==> src/rtl/seg7_scan_ctrl.sv <==
// Multiplexed hex display driver: scans NUM_DIGITS nibbles onto one active-low 7-segment bus.
// Optional SEG7_LEADING_ZERO_BLANK_EN suppresses leading zero digits (digit 0 always shown).
module seg7_scan_ctrl #(
   parameter int NUM_DIGITS   = 4,
   parameter int REFRESH_DIV  = 100000,
   parameter int BLANK_CYCLES = 4,
   localparam int IDX_W = (NUM_DIGITS > 1) ? $clog2(NUM_DIGITS) : 1,
   localparam int CNT_W = $clog2(REFRESH_DIV)
) (
   input  logic                    clk,
   input  logic                    rst,
   input  logic                    load,
   input  logic [4*NUM_DIGITS-1:0] data_in,
   output logic                    ready,
   output logic [NUM_DIGITS-1:0]   an,
   output logic [6:0]              seg,
   output logic [IDX_W-1:0]        digit_idx,
   output logic                    frame_tick
);

   localparam logic [CNT_W-1:0] CNT_MAX   = CNT_W'(REFRESH_DIV - 1);
   localparam logic [CNT_W-1:0] BLANK_END = CNT_W'(BLANK_CYCLES);
   localparam logic [IDX_W-1:0] IDX_MAX   = IDX_W'(NUM_DIGITS - 1);

   typedef enum logic {
      ST_BLANK = 1'b0,
      ST_SHOW  = 1'b1
   } slot_state_e;

   slot_state_e               state_q, state_d;
   logic [CNT_W-1:0]          cnt_q, cnt_d;
   logic [IDX_W-1:0]          idx_q, idx_d;
   logic [4*NUM_DIGITS-1:0]   active_q, active_d;
   logic [4*NUM_DIGITS-1:0]   pending_q, pending_d;
   logic                      pending_valid_q, pending_valid_d;
   logic [NUM_DIGITS-1:0]     an_q, an_d;
   logic [6:0]                seg_q, seg_d;
   logic                      slot_end;
   logic                      wrap;
   logic [3:0]                cur_nib;
   logic [NUM_DIGITS-1:0]     lz_mask;

   function automatic logic [6:0] hex_to_seg(input logic [3:0] v);
      logic [6:0] s;
      case (v)
         4'h0:    s = 7'b1000000;
         4'h1:    s = 7'b1111001;
         4'h2:    s = 7'b0100100;
         4'h3:    s = 7'b0110000;
         4'h4:    s = 7'b0011001;
         4'h5:    s = 7'b0010010;
         4'h6:    s = 7'b0000010;
         4'h7:    s = 7'b1111000;
         4'h8:    s = 7'b0000000;
         4'h9:    s = 7'b0010000;
         4'hA:    s = 7'b0001000;
         4'hB:    s = 7'b0000011;
         4'hC:    s = 7'b1000110;
         4'hD:    s = 7'b0100001;
         4'hE:    s = 7'b0000110;
         default: s = 7'b0001110;
      endcase
      return s;
   endfunction

   assign slot_end = (cnt_q == CNT_MAX);
   assign wrap     = slot_end && (idx_q == IDX_MAX);
   assign cur_nib  = active_q[4*idx_q +: 4];

`ifdef SEG7_LEADING_ZERO_BLANK_EN
   // Digit i is a leading zero when it and every more-significant digit are zero.
   always_comb begin
      logic all_zero;
      lz_mask  = '0;
      all_zero = 1'b1;
      for (int i = NUM_DIGITS - 1; i >= 0; i--) begin
         all_zero   = all_zero && (active_q[4*i +: 4] == 4'h0);
         lz_mask[i] = all_zero && (i != 0);
      end
   end
`else
   assign lz_mask = '0;
`endif

   // Slot timing plus double-buffered data; pending only moves to active on a frame wrap.
   always_comb begin
      cnt_d           = cnt_q + CNT_W'(1);
      idx_d           = idx_q;
      active_d        = active_q;
      pending_d       = pending_q;
      pending_valid_d = pending_valid_q;
      if (slot_end) begin
         cnt_d = '0;
         idx_d = (idx_q == IDX_MAX) ? '0 : idx_q + IDX_W'(1);
      end
      if (wrap && pending_valid_q) begin
         active_d        = pending_q;
         pending_valid_d = 1'b0;
      end
      if (load && !pending_valid_q) begin
         pending_d       = data_in;
         pending_valid_d = 1'b1;
      end
   end

   always_comb begin
      state_d = (cnt_d < BLANK_END) ? ST_BLANK : ST_SHOW;
      an_d    = '1;
      seg_d   = 7'b1111111;
      if (state_q == ST_SHOW && !lz_mask[idx_q]) begin
         an_d[idx_q] = 1'b0;
         seg_d       = hex_to_seg(cur_nib);
      end
   end

   always_ff @(posedge clk) begin
      if (rst) begin
         state_q         <= ST_BLANK;
         cnt_q           <= '0;
         idx_q           <= '0;
         active_q        <= '0;
         pending_q       <= '0;
         pending_valid_q <= 1'b0;
         an_q            <= '1;
         seg_q           <= 7'b1111111;
      end else begin
         state_q         <= state_d;
         cnt_q           <= cnt_d;
         idx_q           <= idx_d;
         active_q        <= active_d;
         pending_q       <= pending_d;
         pending_valid_q <= pending_valid_d;
         an_q            <= an_d;
         seg_q           <= seg_d;
      end
   end

   assign ready      = !pending_valid_q;
   assign an         = an_q;
   assign seg        = seg_q;
   assign digit_idx  = idx_q;
   assign frame_tick = wrap;

endmodule

==> config.mk <==
export PLATFORM = sky130hd
export DESIGN_NAME = seg7_scan_ctrl
export DESIGN_NICKNAME = d
export VERILOG_FILES = /design/src/rtl/seg7_scan_ctrl.sv
export SDC_FILE = /design/constraint.sdc
export NUM_CORES = 1
export LEC_CHECK = 0
export CORE_ASPECT_RATIO = 0.9
export CORE_MARGIN = 10
export CORE_UTILIZATION = 35
export DETAILED_ROUTE_END_ITERATION = 16
export PLACE_DENSITY = 0.57
export SYNTH_ARGS = -nofsm -noshare
export SYNTH_HDL_FRONTEND = slang
export SYNTH_SLANG_ARGS = --single-unit
==> constraint.sdc <==
create_clock -name clk -period 1.78 [get_ports clk]
set_input_delay 0.445 -clock clk [delete_from_list [all_inputs] [get_ports clk]]
set_output_delay 0.445 -clock clk [all_outputs]
set_load 0.02 [all_outputs]
==> impl_metrics.env <==
export IMPL_drv_slew=0
export IMPL_synth_seq_area_share_pct=43.63
export IMPL_cts_sinks=64
export IMPL_rsz0062_at_grt="yes"
export IMPL_dp_final_hpwl_um=4697
export IMPL_period_share_pct=114.6
export IMPL_max_freq_mhz=490.4
export IMPL_setup_violations=31
export IMPL_drt_vias_per_instance=4.979
export IMPL_avgSynthCellArea_um2=8.899
export IMPL_fin_nets=440
export IMPL_finalHoldViolations=0
export IMPL_synth_edf_count=0
export IMPL_die_y_um=106.9
export IMPL_synth_async_reset_ratio_pct=0
export IMPL_core_mm2=0.008107
export IMPL_power_net_switching_mw=0.7459
export IMPL_place_congestion=0.8461
export IMPL_p_sw_share_pct=25.55
export IMPL_io_pins=34
export IMPL_first_pass_iters=4
export IMPL_critPathCaptureType="output pin"
export IMPL_cp_arrival_ns=1.59
export IMPL_combPwrFrac_pct=8.1
export IMPL_reg2reg_from="cnt_q[14]"
export IMPL_start_util_pct=36.22
export IMPL_holdPathEnd="pending_q[8]"
export IMPL_globalRouteOverflowTotal=0
export IMPL_skew_ns=0.007579
export IMPL_h_tree_depth=3
export IMPL_fp_dieW_um=116.6
export IMPL_synth_cell_type_count=47
export IMPL_grt_max_degree=27
export IMPL_clk_path_buf_depth=2
export IMPL_violations="negative setup slack"
export IMPL_grt_pass1_wl_um=10880
export IMPL_relSlewSlack_pct=74.05
export IMPL_critPathKind="reg2out"
export IMPL_drt_iter0_markers=117
export IMPL_clockRootBuffer="clkbuf_8"
export IMPL_cts_tree="built"
export IMPL_holdPathStages=2
export IMPL_grt_use_total_pct=10.93
export IMPL_antenna_found_initial=0
export IMPL_port_buffers=33
export IMPL_yosys_warnings=0
export IMPL_syn_inst=330
export IMPL_areaGrowthSynthToFinish_pct=49.72
export IMPL_synth_seq_cells=64
export IMPL_synthFlopType="dfxtp_1"
export IMPL_critPathMaxFanout=2
export IMPL_grt_pass1_vias=2346
export IMPL_die_area_mm2=0.01246
export IMPL_internal_power_mw=2.174
export IMPL_p_per_area_mw_per_mm2=664.1
export IMPL_clkPwrFrac_pct=41.1
export IMPL_drive_above_1_share_pct=34.70
export IMPL_final_min_clock_period_ns=2.039
export IMPL_fin_cells=514
export IMPL_seq_power_share_pct=50.8
export IMPL_crit_path_start_kind="flip-flop"
export IMPL_power_leakage_nw=1.742
export IMPL_clkLatencyLatePin_ns=0.35
export IMPL_setup_slack_ns=-0.2593
export IMPL_status="finished, violations left"
export IMPL_rr_endpoint="active_q[5]"
export IMPL_wl_per_cell_um=14.71
export IMPL_hold_start="pending_q[8]"
export IMPL_syn_area_mm2=0.002937
export IMPL_tns_ns=-4.116
export IMPL_dpl_cell_count=487
export IMPL_ir_drop_mv=0.3283
export IMPL_required_ns=1.33
export IMPL_vias=2559
export IMPL_finalWirelength_um=7562
export IMPL_fin_util_pct=54.24
export IMPL_path_clk_slew_ns=0.07
export IMPL_ant_nets=0
export IMPL_reg2reg_depth=8
export IMPL_syn_num_nets=360
export IMPL_maxCapViolCount=0
export IMPL_drc=0
export IMPL_row_count=31
export IMPL_hold_class="reg2reg"
export IMPL_tightest_slew_ns=0.3851
export IMPL_numCtsBuffers=9
export IMPL_diodes=0
export IMPL_reg2reg_slack_ns=-0.20
flip-flops by register name, summed over array words and instances (netlist names):
signal / cells
digit_idx: 2
cnt_q: 17
seg: 7
an: 4
pending_q: 16
active_q: 16
pending_valid_q: 1
state_q: 1
power by group through the flow:
stage | clock network (mW) | registers (mW) | logic (mW)
CTS | 1.23 | 1.48 | 0.211
finish | 1.20 | 1.48 | 0.236
global route | 1.30 | 1.49 | 0.257
detailed placement | 0 | 1.52 | 0.200
global placement | 0 | 1.52 | 0.198
floorplan | 0 | 1.52 | 0.0954
logic make-up (layout without fill, tap and decap cells):
kind of cell / count (synthesis) / in the layout / synth area share [%]
muxes: 23 / 23 / 9.544
and+or+nand+nor: 142 / 142 / 22.84
AOI/OAI and AO/OA: 44 / 44 / 9.203
DFF: 64 / 64 / 43.63
buffers and inverters: 32 / 117 / 5.923
xor gates and xnor gates: 14 / 14 / 4.176
adders and majority gates: 11 / 11 / 4.687
worst max-delay path by stage:
stage / startpoint / end / slack (ns) / depth (start not counted)
after CTS: cnt_q[9] / frame_tick / -0.22 / 5
after global placement: cnt_q[11] / frame_tick / -0.39 / 4
after global routing: cnt_q[5] / frame_tick / -0.38 / 5
after floorplan: cnt_q[1] / active_q[0] / -0.008 / 9
after detailed placement: cnt_q[11] / frame_tick / -0.44 / 4
final: cnt_q[5] / frame_tick / -0.26 / 5
final cells by class:
class / instances / area [um2]
Clock buffer: 10 / 148.9
Clock inverter: 6 / 40.04
Fill cell: 744 / 3710
Inverter: 13 / 53.80
Multi-Input combinational cell: 234 / 1851
Sequential cell: 64 / 1300
Tap cell: 99 / 123.9
Timing Repair Buffer: 88 / 879.6
critical path: stages, from the launching register on:
cell	delay, ns
dfxtp_2	0.33
nor2_1	0.21
nand3_1	0.20
nor3_4	0.21
and3_4	0.20
buf_6	0.11
Yosys cell counts (2+ instances only):
library cell | n | share of area, %
o31ai_1 | 2 | 0.51
nand4_1 | 7 | 1.5
dfxtp_1 | 64 | 44
nor4_1 | 3 | 0.64
a21boi_0 | 2 | 0.51
buf_6 | 3 | 1.2
or3_1 | 2 | 0.43
xor2_1 | 7 | 2.1
nor2b_1 | 2 | 0.43
inv_1 | 13 | 1.7
or3_2 | 2 | 0.51
nand2b_1 | 4 | 0.85
a21oi_1 | 22 | 3.7
o211ai_1 | 4 | 1.0
nand2_1 | 49 | 6.3
o21a_1 | 3 | 0.77
mux2i_1 | 19 | 6.5
mux4_2 | 4 | 3.1
nor3_1 | 5 | 0.85
nor2_1 | 42 | 5.4
and2_1 | 2 | 0.43
nand3_1 | 14 | 2.4
clkbuf_1 | 10 | 1.3
xnor2_1 | 7 | 2.1
ha_1 | 11 | 4.7
buf_2 | 4 | 0.68
o22ai_1 | 2 | 0.43
o21ai_0 | 2 | 0.34
per-layer routing:
| metal | part of all wire (%) | routed length (um) | global-route usage (%) | vias up |
|---|---|---|---|---|
| li1 | - | - | - | 1283 |
| met1 | 46 | 3473 | 13.84 | 1221 |
| met2 | 47 | 3589 | 16.31 | 44 |
| met3 | 4.9 | 373 | 4.627 | 11 |
| met4 | 1.7 | 126 | 3.704 | 0 |
| met5 | 0 | 0 | 0 | - |
through the flow:
step                      power (mW)  cell area, um2  worst slack, ns  hold WS (ns)
after global routing           3.045            4397          -0.3809        0.4765
after global placement         1.714            3677          -0.3881        0.4430
final                          2.920            4397          -0.2593        0.4558
after floorplan                1.619            2997        -0.008066        0.4357
after CTS                      2.929            3948          -0.2237        0.4579
after detailed placement       1.717            3677          -0.4411        0.4470
placed cells by master, fill, tap and decap left out, types with 3 or more instances in the layout:
cell and count:
dfxtp_1 55, nand2_1 47, buf_4 39, nor2_1 30, clkdlybuf4s50_1 29, a21oi_1 18, mux2i_1 17, nand3_1 13
inv_1 11, nor2_4 10, buf_6 10, clkbuf_8 9, nand4_1 7, xnor2_1 6, xor2_1 6, dfxtp_2 6
ha_1 5, mux4_2 4, a21oi_2 4, o211ai_1 4, ha_4 4, buf_12 4, inv_4 3, nor3_4 3
nor4_4 3, o21a_1 3, nand2b_4 3, clkbuf_16 3, dfxtp_4 3, dlygate4sd2_1 3
repair_timing:
item | in CTS | in global routing
endpoints found under the setup margin | 35 | 40
buffers inserted | 3 | 8
pin swaps | 5 | 21
hold endpoints to repair | 0 | 0
gates resized for setup | 23 | 73
hold buffers | 0 | 0
cloned | 1 | 2
Power figures use the tool's default switching activity.
